### src/rtl/msfsms_level_drv.sv
// msfsms_level_drv: registered d/lds/dtack levels driven by set/clear events, with sticky protocol-error capture.
// Optional handshake FSM and cycle counter are enabled by defining MSFSMS_LVL_CYCCNT_EN.
module msfsms_level_drv (
  input  logic        clk,
  input  logic        reset,
  input  logic        d_PLUS,
  input  logic        d_PLUSa,
  input  logic        d_MINUS,
  input  logic        lds_PLUS,
  input  logic        lds_MINUS,
  input  logic        lds_MINUSa,
  input  logic        dtack_PLUS,
  input  logic        dtack_PLUSa,
  input  logic        dtack_MINUS,
  input  logic        err_clr,
  output logic        d,
  output logic        lds,
  output logic        dtack,
  output logic        proto_err,
  output logic [1:0]  err_code,
  output logic [1:0]  err_sig,
  output logic [15:0] cyc_cnt
);
  logic             armed;
  logic [2:0]       set_r, clr_r, lvl, nxt;
  logic [2:0][1:0]  ec;
  logic             any_err;
  logic [1:0]       f_code, f_sig;

  assign lvl = {dtack, lds, d};

  // Merge primary/alternate events per direction; events are dropped on the first edge after reset release.
  always_comb begin
    set_r = armed ? {dtack_PLUS | dtack_PLUSa, lds_PLUS, d_PLUS | d_PLUSa} : 3'b000;
    clr_r = armed ? {dtack_MINUS, lds_MINUS | lds_MINUSa, d_MINUS} : 3'b000;
  end

  // Per-signal error cause and next level; any error leaves the level untouched.
  always_comb begin
    ec  = '0;
    nxt = lvl;
    for (int i = 0; i < 3; i++) begin
      ec[i]  = (set_r[i] & clr_r[i]) ? 2'b11 :
               (set_r[i] & lvl[i])   ? 2'b01 :
               (clr_r[i] & ~lvl[i])  ? 2'b10 : 2'b00;
      nxt[i] = (ec[i] != 2'b00) ? lvl[i] : set_r[i] ? 1'b1 : clr_r[i] ? 1'b0 : lvl[i];
    end
  end

  // Fixed priority d > lds > dtack among same-cycle errors.
  always_comb begin
    any_err = |{ec[0], ec[1], ec[2]};
    f_code  = (ec[0] != 2'b00) ? ec[0] : (ec[1] != 2'b00) ? ec[1] : ec[2];
    f_sig   = (ec[0] != 2'b00) ? 2'b00 : (ec[1] != 2'b00) ? 2'b01 : 2'b10;
  end

  // Arm event processing one edge after reset is released.
  always_ff @(posedge clk or negedge reset)
    if (!reset) armed <= 1'b0;
    else        armed <= 1'b1;

  // Register the bus levels.
  always_ff @(posedge clk or negedge reset)
    if (!reset) {dtack, lds, d} <= 3'b000;
    else        {dtack, lds, d} <= nxt;

  // Sticky first-error capture; a new error wins over a same-cycle clear.
  always_ff @(posedge clk or negedge reset)
    if (!reset) begin
      proto_err <= 1'b0;
      err_code  <= 2'b00;
      err_sig   <= 2'b00;
    end else if (any_err && (!proto_err || err_clr)) begin
      proto_err <= 1'b1;
      err_code  <= f_code;
      err_sig   <= f_sig;
    end else if (err_clr) begin
      proto_err <= 1'b0;
      err_code  <= 2'b00;
      err_sig   <= 2'b00;
    end

`ifdef MSFSMS_LVL_CYCCNT_EN
  typedef enum logic [1:0] {IDLE, ACKED, RELEASE} st_t;
  st_t         st;
  logic [15:0] cnt;
  logic        dt_rise, dt_fall, d_fall;

  assign dt_rise = ~dtack & nxt[2];
  assign dt_fall = dtack & ~nxt[2];
  assign d_fall  = d & ~nxt[0];
  assign cyc_cnt = cnt;

  // Handshake tracker: a dtack release out of ACKED or RELEASE completes and counts a handshake.
  always_ff @(posedge clk or negedge reset)
    if (!reset) begin
      st  <= IDLE;
      cnt <= 16'd0;
    end else begin
      case (st)
        IDLE:    st <= dt_rise ? ACKED : IDLE;
        ACKED:   st <= dt_fall ? IDLE : d_fall ? RELEASE : ACKED;
        RELEASE: st <= dt_fall ? IDLE : RELEASE;
        default: st <= IDLE;
      endcase
      if ((st == ACKED || st == RELEASE) && dt_fall) cnt <= cnt + 16'd1;
    end
`else
  assign cyc_cnt = 16'd0;
`endif
endmodule
### config.mk
export PLATFORM = sky130hd
export DESIGN_NAME = msfsms_level_drv
export DESIGN_NICKNAME = d
export VERILOG_FILES = /design/src/rtl/msfsms_level_drv.sv
export SDC_FILE = /design/constraint.sdc
export NUM_CORES = 1
export LEC_CHECK = 0
export ABC_AREA = 1
export CORE_ASPECT_RATIO = 1.5
export CORE_MARGIN = 3
export CORE_UTILIZATION = 40
export DETAILED_ROUTE_END_ITERATION = 7
export PLACE_DENSITY = 0.84
export SETUP_SLACK_MARGIN = 0.4
export SLEW_MARGIN = 20
export SYNTH_ARGS = -nofsm -noshare
export SYNTH_HDL_FRONTEND = slang
export SYNTH_SLANG_ARGS = --single-unit
export TNS_END_PERCENT = 50
### constraint.sdc
create_clock -name clk -period 1.4 [get_ports clk]
set_input_delay 0.21 -clock clk [delete_from_list [all_inputs] [get_ports clk]]
set_output_delay 0.21 -clock clk [all_outputs]
set_load 0.05 [all_outputs]
==> results <==
## layer usage
metal  vias up  part of all wire [%]  global-route usage [%]
li1        330                     -                       -
met1       317                    31                   12.04
met2        44                    55                   28.32
met3        10                   9.0                   3.916
met4         0                   5.0                   12.44
met5         -                     0                       0
## cell usage after synthesis (all sizes together)
cell	number	share of area [%]
clkinv	1	0.48
nand3b	1	0.96
dfrtp	9	29
nand2	27	18
a21oi	1	0.64
nand3	15	14
nor2	9	7.5
buf	17	17
conb	2	0.96
o21ai	4	4.0
inv	16	7.7
## sequential cells by signal, indices dropped and copies added, names as in the netlist
signal / count
err_code: 2
err_sig: 2
armed: 1
d: 1
dtack: 1
lds: 1
proto_err: 1
## metrics by stage
| stage | util [%] | setup WS (ns) | std cells | hold slack [ns] |
|---|---|---|---|---|
| 5_1_grt | 59.65 | 0.05376 | 149 | 0.2634 |
| 4_1_cts | 59.31 | 0.1333 | 149 | 0.2524 |
| 2_1_floorplan | - | 0.2105 | 117 | -0.08559 |
| 6_report | 59.65 | 0.1167 | 149 | 0.2303 |
| 3_3_place_gp | 55.40 | 0.01862 | 140 | 0.5258 |
| 3_5_place_dp | 55.40 | -0.04378 | 140 | 0.5362 |
## worst max-delay path: cells and delay by family, from the launching register on
| family | cells | cell delay [ns] |
|---|---|---|
| flops | 1 | 0.42 |
| buf+inv | 2 | 0.19 |
| simple gates | 7 | 0.55 |
## kinds of logic after synthesis
family | after synthesis | share of synthesized area [%]
other cells | 2 | 0.9573
simple gates | 52 | 40.83
flops | 9 | 28.71
compound gates | 5 | 4.625
buf+inv | 34 | 24.88
## power breakdown
| part | switching [uW] | internal (uW) |
|---|---|---|
| clock network | 96.3 | 110 |
| registers | 54.8 | 301 |
| logic | 395 | 253 |
| total | 546 | 664 |
## final timing paths
path                            start          end  slack [ns]
max                             armed   err_sig[1]        0.12
min                             reset  err_code[1]        0.23
max reg2reg                     armed   err_sig[1]        0.12
min reg2reg                err_sig[0]   err_sig[0]        0.58
max in group asynchronous       reset          lds        0.85
min in group clk           err_sig[0]   err_sig[0]        0.58
## repair_timing
| action | CTS | global route |
|---|---|---|
| buffers inserted | 5 | 0 |
| hold buffers | 0 | 0 |
| hold endpoints to repair | 0 | 0 |
| gates cloned | 0 | 0 |
| pin swaps | 5 | 3 |
| setup endpoints to repair | 16 | 16 |
| gates resized for setup | 5 | 3 |
## area by class of cell
class / count / area, um^2 / area share [%]
Multi-Input combinational cell: 74 / 447.9 / 40.50
Timing Repair Buffer: 24 / 309.0 / 27.94
Sequential cell: 9 / 230.2 / 20.81
Inverter: 17 / 66.31 / 5.995
Clock buffer: 4 / 26.28 / 2.376
Tap cell: 21 / 26.28 / 2.376
==> impl_metrics.py <==
metrics = {
    "run_status": {
        "run_status": "complete, no violations",
    },
    "critical_path": {
        "worst_r2r_path_depth": 9,
        "cp-end-kind": "flop",
        "crit_type": "reg -> reg",
        "crit_required_ns": 1.56,
        "slowest_stage": "sky130_fd_sc_hd__dfrtp_2",
        "startpoint_type": "flop",
        "critPathMaxFanout": 3,
        "critPathArrivalTime_ns": 1.44,
        "critical_path_max_stage_delay_ns": 0.42,
        "timing.critical_path.cells": "buf_4 -> nand2_4 -> inv_2 -> nand2_4 -> nand3_4 -> nor2_4 -> nor2_4 -> nand2_1 -> nand2_1",
    },
    "global_routing": {
        "grt_antenna_before_repair": 0,
        "grt_overflow": 0,
        "wire_length_of_the_first_global_routing_pass_mm": 2.725,
        "track_usage_pct": 14.74,
        "grt_start_max_net_pins": 10,
        "grt_pass1_vias": 703,
    },
    "layout": {
        "mostFrequentLayoutCell": "sky130_fd_sc_hd__nand2_1",
        "final_cell_mix": "19 x sky130_fd_sc_hd__nand2_1, 17 x sky130_fd_sc_hd__conb_1, 11 x sky130_fd_sc_hd__clkdlybuf4s50_1",
        "area_growth_syn_to_layout_pct": 40.99,
        "drive_gt1_share_pct": 37.50,
        "antenna-diode-count": 0,
        "design.final.nets": 141,
        "final_cell_area_um2": 1106,
        "fillerInstances": 170,
    },
    "timing": {
        "clock.fmax_ghz": 0.7792,
        "timing.final.crit_share_pct": 91.67,
        "rsz0062_at_grt": "yes",
        "setup_viol": 0,
        "worst_clock_skew_ns": 0.007834,
        "fin_crit_ns": 1.283,
        "maxSlewViolCount": 0,
        "fin_setup_tns_ns": 0,
        "timing_hold_violations_final": 0,
    },
    "die": {
        "coreArea_um2": 1854,
        "die_height_um": 60.24,
        "floorplan.die.width_um": 42.16,
        "number_of_placement_rows": 19,
        "design.die.area_um2": 2540,
        "io_pins": 36,
        "floorplan.initialDensity_pct": 42.31,
    },
    "clocking": {
        "clk_path_buf_depth": 2,
        "tritoncts": "yes",
        "clkSlewWorstSetupHoldPaths_ns": 0.06,
        "root_buffer": "sky130_fd_sc_hd__clkbuf_4",
        "worst_skew_late_latency_ns": 0.27,
        "tritoncts.num_buffers": 3,
        "cts_max_level": 1,
        "clock_sinks": 9,
    },
    "yosys": {
        "ys.warnings.count": 0,
        "postSynthRegisterBits": 9,
        "synth_sequential_area_ratio_pct": 28.71,
        "synthDistinctLibCells": 21,
        "syn_avg_cell_area_um2": 7.691,
        "syn-cell-area_um2": 784.5,
        "post_synthesis_cell_count": 102,
    },
    "detailed_routing": {
        "routed_via_density": 4.705,
        "wirelength_mm": 1.685,
        "wire_per_inst_um": 11.31,
        "initialDrtViolationCount": 3,
        "via_total_after_detailed_routing": 701,
        "detailedRoute.firstPassIterationCount": 4,
        "final_antenna_net_count": 0,
        "route.detailed.drc": 0,
    },
    "pwr": {
        "finalPower_uw": 1210,
        "vdd_ir_drop_max_mv": 0.5284,
        "power.density_nw_per_um2": 1094,
        "leak_pwr_uw": 0.0005933,
    },
    "placed_design": {
        "placement.io_buffers": 19,
        "dp.final_hpwl_mm": 1.276,
        "dpl_cell_area_um2": 1027,
        "gp_routability_congestion": 0.7675,
    },
    "hold_path": {
        "holdCritPathClass": "in -> async",
    },
    "run": {
        "max_cap_viol_count": 0,
    },
}
(Power assumes the default switching activity.)
